File: src/rtl/axis_wb_master_pkg.sv
// Shared encodings for the byte-stream to Wishbone master: command/status bit
// positions, FSM state codes and the address-byte-count decode.
package axis_wb_master_pkg;

  localparam int CMD_CLR   = 0;
  localparam int CMD_WE    = 1;
  localparam int CMD_INC   = 2;
  localparam int CMD_ALO   = 3;
  localparam int CMD_AHI   = 4;
  localparam int CMD_BURST = 5;

  localparam int ST_WE  = 0;
  localparam int ST_ERR = 1;
  localparam int ST_OVF = 3;
  localparam int ST_TO  = 4;

  localparam logic [1:0] ACNT_NONE = 2'd0;
  localparam logic [1:0] ACNT_ONE  = 2'd1;
  localparam logic [1:0] ACNT_TWO  = 2'd2;
  localparam logic [1:0] ACNT_FULL = 2'd3;

  localparam logic [2:0] S_IDLE   = 3'd0;
  localparam logic [2:0] S_ADDR   = 3'd1;
  localparam logic [2:0] S_COUNT  = 3'd2;
  localparam logic [2:0] S_DATA   = 3'd3;
  localparam logic [2:0] S_BUS    = 3'd4;
  localparam logic [2:0] S_STATUS = 3'd5;
  localparam logic [2:0] S_RESP   = 3'd6;

  // Number of address bytes that follow a command, clamped to the bus width.
  function automatic logic [2:0] addr_count(input logic [1:0] code, input int abytes);
    int n;
    case (code)
      ACNT_NONE: n = 0;
      ACNT_ONE:  n = 1;
      ACNT_TWO:  n = 2;
      default:   n = abytes;
    endcase
    if (n > abytes) n = abytes;
    return 3'(n);
  endfunction

endpackage

File: src/rtl/axis_wb_master_if.sv
// Byte-stream in/out plus Wishbone master signals of axis_wb_master.
interface axis_wb_master_if #(
  parameter int ADDR_WIDTH = 32,
  parameter int DATA_WIDTH = 16
);
  localparam int DATA_BYTES = DATA_WIDTH / 8;

  logic                  s_axis_ready;
  logic                  s_axis_valid;
  logic [7:0]            s_axis_data;
  logic                  m_axis_ready;
  logic                  m_axis_valid;
  logic [7:0]            m_axis_data;
  logic                  wb_cyc;
  logic                  wb_stb;
  logic                  wb_we;
  logic [ADDR_WIDTH-1:0] wb_addr;
  logic [DATA_BYTES-1:0] wb_sel;
  logic [DATA_WIDTH-1:0] wb_data_write;
  logic [DATA_WIDTH-1:0] wb_data_read;
  logic                  wb_ack;
  logic                  wb_err;
  logic                  overflow;

  modport master (
    output s_axis_ready, input s_axis_valid, input s_axis_data,
    input m_axis_ready, output m_axis_valid, output m_axis_data,
    output wb_cyc, output wb_stb, output wb_we, output wb_addr, output wb_sel,
    output wb_data_write, input wb_data_read, input wb_ack, input wb_err,
    input overflow
  );

  modport slave (
    input s_axis_ready, output s_axis_valid, output s_axis_data,
    output m_axis_ready, input m_axis_valid, input m_axis_data,
    input wb_cyc, input wb_stb, input wb_we, input wb_addr, input wb_sel,
    input wb_data_write, output wb_data_read, output wb_ack, output wb_err,
    output overflow
  );
endinterface

File: src/rtl/axis_wb_master_wb_timeout.sv
// Bus-cycle watchdog: preloaded while idle, counts down while enabled,
// flags expiry in the TIMEOUT-th enabled cycle.
module wb_timeout #(
  parameter int TIMEOUT = 255
) (
  input  logic clk,
  input  logic rst_n,
  input  logic load,
  input  logic en,
  output logic expired
);
  localparam int W = $clog2(TIMEOUT + 1);
  localparam logic [W-1:0] INIT = W'(TIMEOUT - 1);

  logic [W-1:0] cnt;

  always_ff @(posedge clk or negedge rst_n) begin
    if (!rst_n)                 cnt <= INIT;
    else if (load)              cnt <= INIT;
    else if (en && cnt != '0)   cnt <= cnt - W'(1);
  end

  assign expired = en && (cnt == '0);
endmodule

File: src/rtl/axis_wb_master.sv
// Byte-stream command decoder driving single or burst Wishbone transactions,
// returning a status byte (and read data) per transaction.
module axis_wb_master import axis_wb_master_pkg::*; #(
  parameter int ADDR_WIDTH = 32,
  parameter int DATA_WIDTH = 16,
  parameter int TIMEOUT    = 255
) (
  input logic clk,
  input logic rst_n,
  axis_wb_master_if.master bus
);
  localparam int ADDR_BYTES = ADDR_WIDTH / 8;
  localparam int DATA_BYTES = DATA_WIDTH / 8;
  localparam logic [2:0] DLAST = 3'(DATA_BYTES - 1);

  logic [2:0]            state;
  logic                  we, inc, burst;
  logic [2:0]            akeep, byte_cnt, k_cmd;
  logic [7:0]            burst_cnt, m_data, status;
  logic [ADDR_WIDTH-1:0] addr, amask;
  logic [DATA_WIDTH-1:0] wdata, rdata;
  logic                  ovf_lat, expired, s_fire, m_fire, term, to_hit;
  logic [2:0]            nxt_txn;
  logic [7:0]            d;

  assign d      = bus.s_axis_data;
  assign s_fire = bus.s_axis_valid && bus.s_axis_ready;
  assign m_fire = bus.m_axis_valid && bus.m_axis_ready;
  assign k_cmd  = addr_count(d[CMD_AHI:CMD_ALO], ADDR_BYTES);
  assign amask  = (ADDR_WIDTH'(1) << (8 * akeep)) - ADDR_WIDTH'(1);

  assign bus.s_axis_ready  = (state == S_IDLE) || (state == S_ADDR) ||
                             (state == S_COUNT) || (state == S_DATA);
  assign bus.m_axis_valid  = (state == S_STATUS) || (state == S_RESP);
  assign bus.m_axis_data   = m_data;
  assign bus.wb_cyc        = (state == S_BUS);
  assign bus.wb_stb        = (state == S_BUS);
  assign bus.wb_we         = we;
  assign bus.wb_addr       = addr;
  assign bus.wb_sel        = '1;
  assign bus.wb_data_write = wdata;

  // An ack/err arriving together with expiry counts as a normal termination.
  assign term    = (state == S_BUS) && (bus.wb_ack || bus.wb_err || expired);
  assign to_hit  = expired && !bus.wb_ack && !bus.wb_err;
  assign nxt_txn = (burst_cnt == 8'd0) ? S_IDLE : (we ? S_DATA : S_BUS);

  always_comb begin
    status         = '0;
    status[ST_WE]  = we;
    status[ST_ERR] = bus.wb_err || to_hit;
    status[ST_OVF] = ovf_lat || bus.overflow;
    status[ST_TO]  = to_hit;
  end

  generate
    if (TIMEOUT > 0) begin : g_to
      wb_timeout #(.TIMEOUT(TIMEOUT)) u_to (
        .clk(clk), .rst_n(rst_n), .load(state != S_BUS), .en(state == S_BUS),
        .expired(expired)
      );
    end else begin : g_no_to
      assign expired = 1'b0;
    end
  endgenerate

  always_ff @(posedge clk or negedge rst_n) begin
    if (!rst_n) begin
      state <= S_IDLE; we <= 1'b0; inc <= 1'b0; burst <= 1'b0;
      akeep <= '0; byte_cnt <= '0; burst_cnt <= '0;
      addr <= '0; wdata <= '0; rdata <= '0; m_data <= '0; ovf_lat <= 1'b0;
    end else begin
      ovf_lat <= ovf_lat || bus.overflow;
      case (state)
        S_IDLE: if (s_fire) begin
          we <= d[CMD_WE]; inc <= d[CMD_INC]; burst <= d[CMD_BURST];
          akeep <= k_cmd; burst_cnt <= '0; byte_cnt <= k_cmd - 3'd1;
          if (d[CMD_CLR]) addr <= '0;
          if (k_cmd != '0)          state <= S_ADDR;
          else if (d[CMD_BURST])    state <= S_COUNT;
          else if (d[CMD_WE])       begin state <= S_DATA; byte_cnt <= DLAST; end
          else                      state <= S_BUS;
        end
        // Each byte shifts into the low 8*k bits only; upper bits are kept.
        S_ADDR: if (s_fire) begin
          addr     <= (addr & ~amask) | (((addr << 8) | ADDR_WIDTH'(d)) & amask);
          byte_cnt <= byte_cnt - 3'd1;
          if (byte_cnt == '0) begin
            if (burst)   state <= S_COUNT;
            else if (we) begin state <= S_DATA; byte_cnt <= DLAST; end
            else         state <= S_BUS;
          end
        end
        S_COUNT: if (s_fire) begin
          burst_cnt <= d;
          byte_cnt  <= DLAST;
          state     <= we ? S_DATA : S_BUS;
        end
        S_DATA: if (s_fire) begin
          wdata    <= (wdata << 8) | DATA_WIDTH'(d);
          byte_cnt <= byte_cnt - 3'd1;
          if (byte_cnt == '0) state <= S_BUS;
        end
        S_BUS: if (term) begin
          state   <= S_STATUS;
          m_data  <= status;
          ovf_lat <= 1'b0;
          if (!we) rdata <= bus.wb_data_read;
          if (inc) addr  <= addr + ADDR_WIDTH'(1);
        end
        S_STATUS: if (m_fire) begin
          if (!we && !m_data[ST_ERR]) begin
            state    <= S_RESP;
            m_data   <= rdata[DATA_WIDTH-1 -: 8];
            rdata    <= rdata << 8;
            byte_cnt <= DLAST;
          end else begin
            state <= nxt_txn; burst_cnt <= burst_cnt - 8'd1; byte_cnt <= DLAST;
          end
        end
        S_RESP: if (m_fire) begin
          if (byte_cnt == '0) begin
            state <= nxt_txn; burst_cnt <= burst_cnt - 8'd1; byte_cnt <= DLAST;
          end else begin
            m_data   <= rdata[DATA_WIDTH-1 -: 8];
            rdata    <= rdata << 8;
            byte_cnt <= byte_cnt - 3'd1;
          end
        end
        default: state <= S_IDLE;
      endcase
    end
  end
endmodule
File: src/flat_wrapper.sv
// flat-port wrapper written by rule: the top's interface ports become plain ports
module axis_wb_master_flat import axis_wb_master_pkg::*;
#(
  parameter int ADDR_WIDTH = 32,
  parameter int DATA_WIDTH = 16,
  parameter int TIMEOUT    = 255
)
  (clk, rst_n, bus_s_axis_ready, bus_s_axis_valid, bus_s_axis_data, bus_m_axis_ready, bus_m_axis_valid, bus_m_axis_data, bus_wb_cyc, bus_wb_stb, bus_wb_we, bus_wb_addr, bus_wb_sel, bus_wb_data_write, bus_wb_data_read, bus_wb_ack, bus_wb_err, bus_overflow);
  axis_wb_master_if #(.ADDR_WIDTH(ADDR_WIDTH), .DATA_WIDTH(DATA_WIDTH)) bus_i ();
  input logic clk;
  input logic rst_n;
  output wire logic [$bits(bus_i.s_axis_ready)-1:0] bus_s_axis_ready;
  input wire logic [$bits(bus_i.s_axis_valid)-1:0] bus_s_axis_valid;
  input wire logic [$bits(bus_i.s_axis_data)-1:0] bus_s_axis_data;
  input wire logic [$bits(bus_i.m_axis_ready)-1:0] bus_m_axis_ready;
  output wire logic [$bits(bus_i.m_axis_valid)-1:0] bus_m_axis_valid;
  output wire logic [$bits(bus_i.m_axis_data)-1:0] bus_m_axis_data;
  output wire logic [$bits(bus_i.wb_cyc)-1:0] bus_wb_cyc;
  output wire logic [$bits(bus_i.wb_stb)-1:0] bus_wb_stb;
  output wire logic [$bits(bus_i.wb_we)-1:0] bus_wb_we;
  output wire logic [$bits(bus_i.wb_addr)-1:0] bus_wb_addr;
  output wire logic [$bits(bus_i.wb_sel)-1:0] bus_wb_sel;
  output wire logic [$bits(bus_i.wb_data_write)-1:0] bus_wb_data_write;
  input wire logic [$bits(bus_i.wb_data_read)-1:0] bus_wb_data_read;
  input wire logic [$bits(bus_i.wb_ack)-1:0] bus_wb_ack;
  input wire logic [$bits(bus_i.wb_err)-1:0] bus_wb_err;
  input wire logic [$bits(bus_i.overflow)-1:0] bus_overflow;
  assign bus_s_axis_ready = bus_i.s_axis_ready;
  assign bus_i.s_axis_valid = bus_s_axis_valid;
  assign bus_i.s_axis_data = bus_s_axis_data;
  assign bus_i.m_axis_ready = bus_m_axis_ready;
  assign bus_m_axis_valid = bus_i.m_axis_valid;
  assign bus_m_axis_data = bus_i.m_axis_data;
  assign bus_wb_cyc = bus_i.wb_cyc;
  assign bus_wb_stb = bus_i.wb_stb;
  assign bus_wb_we = bus_i.wb_we;
  assign bus_wb_addr = bus_i.wb_addr;
  assign bus_wb_sel = bus_i.wb_sel;
  assign bus_wb_data_write = bus_i.wb_data_write;
  assign bus_i.wb_data_read = bus_wb_data_read;
  assign bus_i.wb_ack = bus_wb_ack;
  assign bus_i.wb_err = bus_wb_err;
  assign bus_i.overflow = bus_overflow;
  axis_wb_master #(.ADDR_WIDTH(ADDR_WIDTH), .DATA_WIDTH(DATA_WIDTH), .TIMEOUT(TIMEOUT)) u_core (.clk(clk), .rst_n(rst_n), .bus(bus_i));
endmodule
File: config.mk
export PLATFORM = sky130hd
export DESIGN_NAME = axis_wb_master_flat
export DESIGN_NICKNAME = d
export VERILOG_FILES = /design/src/rtl/axis_wb_master_pkg.sv /design/src/rtl/axis_wb_master_if.sv /design/src/rtl/axis_wb_master_wb_timeout.sv /design/src/rtl/axis_wb_master.sv /design/src/flat_wrapper.sv
export SDC_FILE = /design/constraint.sdc
export NUM_CORES = 1
export LEC_CHECK = 0
export CORE_UTILIZATION = 54
export DETAILED_ROUTE_END_ITERATION = 8
export HOLD_SLACK_MARGIN = 0.05
export PLACE_DENSITY = 0.8
export SYNTH_ARGS = -nofsm -noshare
export SYNTH_HDL_FRONTEND = slang
export SYNTH_SLANG_ARGS = --single-unit
File: constraint.sdc
create_clock -name clk -period 2.7 [get_ports clk]
set_input_delay 0.405 -clock clk [delete_from_list [all_inputs] [get_ports clk]]
set_output_delay 0.405 -clock clk [all_outputs]
set_load 0.02 [all_outputs]
After elaboration in Yosys (flattened, before gate mapping) --
Index checks and enable logic that the tools add are counted.
Word-level totals: logic and storage cells 156, input bits 31, ROM bits 0, memories kept 0, output and inout port bits 63, flip-flop bits (word level) 101, latch bits 0, memory bits (writable) 0
Cells by class: equality and inequality tests 25, order comparisons 1, bitwise operators 6, div/mod/pow operators 0, muxes and demuxes 64, reduce and logical (&&, ||, !) cells 40, multiply operators 0, $add $sub $neg 6, shifts and indexed selects 1
Operators with widths (count):
- 32-bit 2-to-1 mux | 5
- 8-bit 2-to-1 mux | 13
- 16-bit 2-to-1 mux | 6
- 32-bit one-hot mux with 3 select lines | 1
- 3-bit 2-to-1 mux | 31
- 32-bit AND | 2
- 16-bit one-hot mux with 3 select lines | 1
- 32-bit by 1-bit adder with 32-bit output (second input constant) | 1
- 32-bit NOT | 1
- 32-bit OR | 1
- 32-bit by 8-bit OR with 32-bit output | 1
- 8-bit one-hot mux with 4 select lines | 1
- 1-bit by 6-bit left shift with 32-bit output (first input constant) | 1
- 32-bit by 2-bit subtractor with 32-bit output (second input constant) | 1
- 8-bit one-hot mux with 3 select lines | 1
- 3-bit one-hot mux with 7 select lines | 1
- 7-bit AND reduction | 3
- 3-bit one-hot mux with 6 select lines | 1
- 8-bit logical NOT | 2
- 2-bit by 1-bit != test with 1-bit output (second input constant) | 8
- 2-bit != test (second input constant) | 8
- 16-bit by 8-bit OR with 16-bit output | 1
- 8-bit by 1-bit subtractor with 8-bit output (second input constant) | 2
- 6-bit AND reduction | 2
- other kinds (22) | 48

Longest topological paths before layout --
Gate-level depths: netlist (run 1).
word-level depth 10, depth in mapped cells 10, gate-level depth less buffers 7

Modules after synthesis --
Synthesis (run 1) repeated with hierarchy kept, for this count alone.
Unflattened totals: cell total of the unflattened synthesis 666, area total of the unflattened synthesis 6129.6 um^2
Modules (own cells, without submodules):
- axis_wb_master | cells each 620, instances 1, seq. area each 2327.2 um^2, area each 5662.9 um^2
- wb_timeout | cells each 46, instances 1, seq. area each 209.0 um^2, area each 466.7 um^2

Worst setup path after synthesis (run 1) --
OpenSTA, ideal clock, no wires.
kind register -> register, start point reg u_core.g_to.u_to.cnt[0], end point reg u_core.addr[24], in the netlist u_core.bus.wb_addr[24], required time 2.574 ns, setup time 0.126 ns, buffers on the path 0, slack 0.460 ns, cell stages (with the launch flop) 8, arrival 2.114 ns, period minus slack after synthesis 2.240 ns, path through dfrtp_1 inv_1 ha_1 nor3b_1 a2111oi_2 or3_4 a21o_1 a221o_1
Between the ends: cells in the longest elaborated chain, start to end 6
RTL lines:
- start, declared | line axis_wb_master_wb_timeout.sv:15 | logic [W-1:0] cnt;
- start signal, assigned | line axis_wb_master_wb_timeout.sv:20 | else if (en && cnt != '0) cnt <= cnt - W'(1);
- 8-bit logical NOT | line axis_wb_master_wb_timeout.sv:23 | assign expired = en && (cnt == '0);
- 1-bit logical AND | line axis_wb_master_wb_timeout.sv:23
- 1-bit logical OR | line axis_wb_master.sv:44 | assign term = (state == S_BUS) && (bus.wb_ack || bus.wb_err || expired);
- 1-bit logical AND | line axis_wb_master.sv:44
- 2-bit by 1-bit != test with 1-bit output (no source line)
- 6-bit AND reduction (no source line)
- end signal, assigned | line axis_wb_master.sv:86 | addr <= (addr & ~amask) | (((addr << 8) | ADDR_WIDTH'(d)) & amask);
- end signal, assigned | line axis_wb_master.sv:109 | if (inc) addr <= addr + ADDR_WIDTH'(1);
- end, declared | line axis_wb_master.sv:20 | logic [ADDR_WIDTH-1:0] addr, amask;
No other way between the ends. A chain may end at the register's enable or synchronous reset.

Worst setup path in the final report (run 1) --
start point reg u_core.state[0], end point out bus_m_axis_valid
Between the ends: cells in the longest elaborated chain, start to end 2, elaborated cells on any way between the ends 3, classes of those cells 2 x eq/ne; 1 x reduce/logical
RTL lines:
- start, declared | line axis_wb_master.sv:16 | logic [2:0] state;
- start signal, assigned | line axis_wb_master.sv:97 | state <= we ? S_DATA : S_BUS;
- 3-bit == test | line axis_wb_master.sv:34 | assign bus.m_axis_valid = (state == S_STATUS) || (state == S_RESP);
- 1-bit logical OR (*) | line axis_wb_master.sv:34
- end, declared | line flat_wrapper.sv:16 | output wire logic [$bits(bus_i.m_axis_valid)-1:0] bus_m_axis_valid;
Mark *: on every way between the ends. The rest lies on a longest branch, timed or not.

==> out/results.txt, run 1 <==
Num CTS Buffers = 9
slew at the pin closest to its max-slew limit = 851 ps
maxcap violations = 0
layout net count = 780
Synth area leader = dfrtp_1
setup_tns = 0 ps
DRC violations left = 0
P per Cell Area = 989 nW/um^2
Avg Inst Size Synth = 9.09 um^2
drt first pass iters = 5
critical path required time = 2300 ps
Design Area, Final = 7150 um^2
fin util = 0.686
switching portion of total power = 0.436
Synth Warn # = 0
kind of critical path = reg2out
area share of the largest cell type after synthesis = 0.402
Synth Register Bits = 101
Reg power frac = 0.354
cell row count = 37
vias in the first global route = 5251
Placer Congestion = 0.900
Detail Placement HPWL = 11100 um
port bufs = 91
worst skew pair latency = 370 ps
# IOs = 94
CTS Sinks = 101
first-pass GRT wire length = 25500 um
Setup Skew = 13.4 ps
internal power = 0.00399 W
post-layout min period = 2530 ps
gr usage total = 0.284
share of cells above drive strength 1 = 0.124
CTS HTree Levels = 3
RSZ-0062 raised after global routing = no
Starting Density = 0.562
Critical Path AT = 2120 ps
reg2reg end = u_core.bus.wb_addr[24]$_DFFE_PN0P_
setup bufs post-CTS = 0
status = finished, final reports clean
Max clock buf depth = 2
DR WL/cell = 17.5 um
NetSw = 0.00308 W
post-synthesis cell type count = 72
chip height = 106 um
Syn Std Cell Area = 5850 um^2
Post-synth EDFFs = 0
routed wire length = 15300 um
CTS tree = yes
Synth area leaders = dfrtp_1 40%, o21ai_0 6.7%, nand2_1 4.8%, mux2_2 4.6%, dfstp_2 3.1%
Clock Tree Root = clkbuf_8
Hold Slack = 65.9 ps
initial antenna violation count = 0
Area Overhead vs Synth = 22.1%
post-synthesis sequential area ratio = 0.433
clock power share = 0.128
CP Launch Type = register
post-route ant nets = 0
Worst R2R Setup Slack = 320 ps
Iter 0 DRT Violations = 347
Vias per Instance = 6.17
fmax = 395 MHz
period utilization = 0.937
Leak = 2.96 nW
largest net degree at the start of global routing = 53
core area = 10400 um^2
final hold vios = 0
HP Class = in2async
die width = 106 um
Async SR Flop Fraction = 1.00
worst vdd ir = 0.901 mV
FF-to-FF path depth = 8
RR Startpoint = u_core.g_to.u_to.cnt[1]$_DFFE_PN1P_
Clock transition at path regs = 110 ps
predominant post-synthesis flop cell = dfrtp_1
Crit Path Max Fanout = 21
Remaining Overflow, GRT = 0
Setup violations, final = 0
via count = 5420
relative max-transition margin = 0.430
Comb power frac = 0.518
antenna fix cells = 0
Placed Area = 6970 um^2
max-slew violations = 0
Worst setup EP type = output port
DIE AREA = 11300 um^2
Mapped Cells = 644
[Yosys cell counts (6+ instances only)]
cell	n
nor4_1	9
nor3b_1	6
a22oi_1	8
nor2_1	35
ha_1	12
nor3_1	12
mux2i_1	15
a21oi_1	29
clkbuf_1	21
dfrtp_1	94
nand3_1	18
a32oi_1	12
and3_1	6
nand2_1	75
o21ai_0	78
buf_2	8
nand4_1	12
dfstp_2	7
o311ai_0	6
nand2b_1	8
inv_1	40
mux2_2	24
o211ai_1	8
a31oi_1	13
[worst max-delay path by stage]
stage	start	end	slack (ps)	cells past startpoint
2_1_floorplan	u_core.g_to.u_to.cnt[0]$_DFFE_PN0P_	u_core.bus.wb_addr[24]$_DFFE_PN0P_	460	7
3_3_place_gp	bus_m_axis_ready	u_core.rdata[14]$_DFFE_PN0P_	140	6
3_5_place_dp	bus_m_axis_ready	u_core.rdata[6]$_DFFE_PN0P_	100	7
4_1_cts	u_core.state[1]$_DFFE_PN0P_	bus_wb_cyc	20	3
5_1_grt	u_core.state[0]$_DFFE_PN0P_	bus_m_axis_valid	80	5
6_report	u_core.state[0]$_DFFE_PN0P_	bus_m_axis_valid	170	5
[what timing repair did]
action,CTS,global route
resized for setup,0,2
endpoints found under the setup margin,0,2
hold buffers,0,0
[kinds of logic after synthesis]
| kind of cell | count (synthesis) | synth area share |
|---|---|---|
| flops | 101 | 0.433 |
| fa+ha+maj | 12 | 0.0256 |
| simple gates | 209 | 0.182 |
| compound gates | 192 | 0.209 |
| xor+xnor | 9 | 0.0135 |
| other cells | 1 | 0.000641 |
| mux | 41 | 0.0769 |
| buf+inv | 79 | 0.0596 |
[critical path, stage by stage (launching register included)]
cell and delay (ps):
dfrtp_1 390, buf_4 200, nand2b_1 220, a21o_1 210
inv_1 90, clkdlybuf4s50_1 640
[metal layers]
metal,vias to the layer above,wire length [um],global-route usage
met4,0,319,0.118
li1,2523,-,-
met3,36,1010,0.0435
met2,253,7490,0.469
met1,2608,6510,0.372
met5,-,0,0
[state kept, by name, indices dropped and copies added (netlist names)]
signal and flops:
u_core.bus.wb_addr 32, u_core.bus.wb_data_write 16, u_core.rdata 16, u_core.burst_cnt 8, u_core.bus.m_axis_data 8, u_core.g_to.u_to.cnt 8, u_core.akeep 3, u_core.byte_cnt 3
u_core.state 3, u_core.burst 1, u_core.bus.wb_we 1, u_core.inc 1, u_core.ovf_lat 1
[power by group through the flow]
stage               sequential (W)  combinational (W)  clock [W]
floorplan                  0.00270            0.00216          0
global placement           0.00249            0.00349          0
detailed placement         0.00252            0.00362          0
CTS                        0.00249            0.00364   0.000919
global route               0.00257            0.00400   0.000978
finish                     0.00250            0.00366   0.000904
[cell type report]
| cell class | count | area [um^2] |
|---|---|---|
| Clock buffer | 11 | 141 |
| Inverter | 41 | 156 |
| Multi-Input combinational cell | 465 | 2980 |
| Clock inverter | 5 | 36.3 |
| Timing Repair Buffer | 119 | 1130 |
| Sequential cell | 101 | 2540 |
| Fill cell | 868 | 3270 |
| Tap cell | 136 | 170 |
[layout by cell type (no fill, tap or decap), drive strengths merged, types with 12 or more instances in the layout]
| master | netlist | final |
|---|---|---|
| a21oi | 29 | 29 |
| a31oi | 13 | 13 |
| a32oi | 12 | 12 |
| buf | 17 | 29 |
| clkdlybuf4s50 | 0 | 90 |
| dfrtp | 94 | 94 |
| ha | 12 | 12 |
| inv | 40 | 41 |
| mux2 | 26 | 26 |
| mux2i | 15 | 15 |
| nand2 | 76 | 76 |
| nand3 | 18 | 18 |
| nand4 | 12 | 12 |
| nor2 | 36 | 36 |
| nor3 | 12 | 12 |
| nor4 | 12 | 12 |
| o21ai | 79 | 79 |
[through the flow]
stage	total power [W]	worst slack, ps	instances
3_5_place_dp	0.00614	104	862
6_report	0.00707	171	878
3_3_place_gp	0.00598	139	862
2_1_floorplan	0.00486	460	645
4_1_cts	0.00705	19.6	878
5_1_grt	0.00755	82.4	878
No activity file was read; power rests on OpenSTA's default activity.
==> run 2: changes to the inputs <==
CORE_UTILIZATION = 58   (was 54)
PLACE_DENSITY = 0.86   (was 0.8)
clock period = 2.95 ns   (was 2.7 ns; I/O delays follow)
==> out/results.txt, run 2 (same netlist as run 1, synthesis figures left out) <==
Iter 0 DRT Violations = 400 (+15%)
cts hold-fix bufs = 0 (unchanged)
Clock Tree Root = clkbuf_8
CTS Sinks = 101 (unchanged)
CTS tree = yes
port bufs = 91 (unchanged)
setup bufs post-CTS = 0 (unchanged)
DIE AREA = 10500 um^2 (-6.8%)
Clock transition at path regs = 100 ps (about the same)
gr usage total = 0.310 (+0.0265)
largest net degree at the start of global routing = 45 (-15%)
share of cells above drive strength 1 = 0.117 (-0.00746)
Crit Path Max Fanout = 13 (-38%)
first-pass GRT wire length = 25200 um (-1.0%)
period utilization = 0.910
GR Layer Usage met3 = 0.0575 (+0.0139)
met2 usage = 0.507 (+0.0383)
status = finished, final reports clean
routing usage on met1 = 0.407 (+0.0347)
Remaining Overflow, GRT = 0 (unchanged)
core area = 9770 um^2 (-6.2%)
Placer Congestion = 0.923 (+2.5%)
vias in the first global route = 5220 (-0.59%)
fmax = 372 MHz
Detail Placement HPWL = 11100 um (-0.30%)
die width = 102 um (-3.4%)
DR WL/cell = 17.5 um (+0.19%)
HP Class = in2async
RR Startpoint = u_core.g_to.u_to.cnt[0]$_DFFE_PN0P_
setup_tns = 0 ps (unchanged)
Largest register FFs = 32 (unchanged)
final non-filler cell total = 871 (-0.80%)
relative max-transition margin = 0.308 (-0.122)
routed wire length = 15200 um (-0.61%)
reg2reg end = u_core.bus.wb_addr[22]$_DFFE_PN0P_
worst skew pair latency = 380 ps (about the same)
max-slew violations = 0 (unchanged)
Starting Density = 0.599 (+0.0369)
worst vdd ir = 0.819 mV (-9.1%)
Setup violations, final = 0 (unchanged)
post-cts gate resize count = 0 (unchanged)
post-route ant nets = 0 (unchanged)
cell row count = 36 (-2.7%)
kind of critical path = reg2out
Setup Skew = 9.66 ps (-3.73 ps)
drt first pass iters = 5 (unchanged)
Vias per Instance = 6.33 (+2.6%)
Placed Cells = 855 (-0.81%)
Worst setup EP type = output port
chip height = 102 um (-3.4%)
P per Cell Area = 921 nW/um^2 (-6.9%)
CP Launch Type = register
DRC violations left = 0 (unchanged)
layout net count = 776 (-0.51%)
antenna fix cells = 0 (unchanged)
maxcap violations = 0 (unchanged)
post-layout min period = 2690 ps
critical path required time = 2510 ps (+210 ps)
via count = 5514 (+1.7%)
Critical Path AT = 2240 ps (+120 ps)
initial antenna violation count = 0 (unchanged)
slew at the pin closest to its max-slew limit = 1010 ps (+160 ps)
FF-to-FF path depth = 8 (unchanged)
Num CTS Buffers = 9 (unchanged)
GR peak layer = met2
Hold Slack = 46.2 ps (-19.7 ps)
# IOs = 94 (unchanged)
RSZ-0062 raised after global routing = no
final hold vios = 0 (unchanged)
CTS HTree Levels = 3 (unchanged)
Worst R2R Setup Slack = 330 ps (about the same)
Max clock buf depth = 2 (unchanged)
Leak = 2.96 nW (-0.15%)
commonest non-fill, non-tap cell in the layout = dfrtp_1
commonest cells after routing, fill and taps aside = 94 x dfrtp_1, 90 x clkdlybuf4s50_1, 78 x o21ai_0
Area Overhead vs Synth = 21.7%
## run 2: per-layer routing
layer	up-vias	routed length [um]
li1	2518	-
met1	2676	6320
met2	291	7540
met3	29	1100
met4	0	269
met5	-	0
## run 2: final cells by class
cell class / instances / area [um^2]
inverter: 41 / 155
clock inverter: 5 / 61.3
sequential: 101 / 2540
timing repair buffer: 115 / 1100
clock buffer: 11 / 131
fill: 727 / 2650
multi-input combinational: 465 / 2970
tap: 133 / 166
## run 2: critical path: stages (launching register included)
cell and delay, ps:
dfrtp_1 390, or3b_1 540, clkinv_2 270, clkdlybuf4s50_1 660
## run 2: power breakdown
group          switching (W)  leakage (nW)  internal, W
Clock               0.000501        0.0975     0.000397
Sequential          0.000429          1.29      0.00188
Combinational        0.00192          1.57      0.00144
## run 2: how the worst max path moves through the flow
stage | cells after the start | slack [ps] | startpoint | end
after floorplan | 7 | 710 | u_core.state[1]$_DFFE_PN0P_ | bus_wb_stb
after global placement | 7 | 230 | bus_m_axis_ready | u_core.rdata[3]$_DFFE_PN0P_
after detailed placement | 7 | 150 | bus_m_axis_ready | u_core.rdata[3]$_DFFE_PN0P_
after CTS | 3 | 260 | u_core.state[1]$_DFFE_PN0P_ | bus_wb_cyc
after global routing | 8 | 100 | u_core.g_to.u_to.cnt[0]$_DFFE_PN0P_ | u_core.rdata[0]$_DFFE_PN0P_
final | 3 | 260 | u_core.state[1]$_DFFE_PN0P_ | bus_wb_cyc
## run 2: stage by stage
step	util	setup slack [ps]	power [W]	cell area, um^2
CTS	0.729	261	0.00654	7120
detailed placement	0.709	151	0.00564	6930
global placement	0.709	232	0.00547	6930
floorplan	-	705	0.00445	5860
global route	0.729	101	0.00699	7120
finish	0.729	264	0.00656	7120
==> run 3: changes to the inputs <==
CAP_MARGIN = 5   (was default)
==> results of run 3 <==
No change in the layout: final DEF, timing and power equal those of run 2.
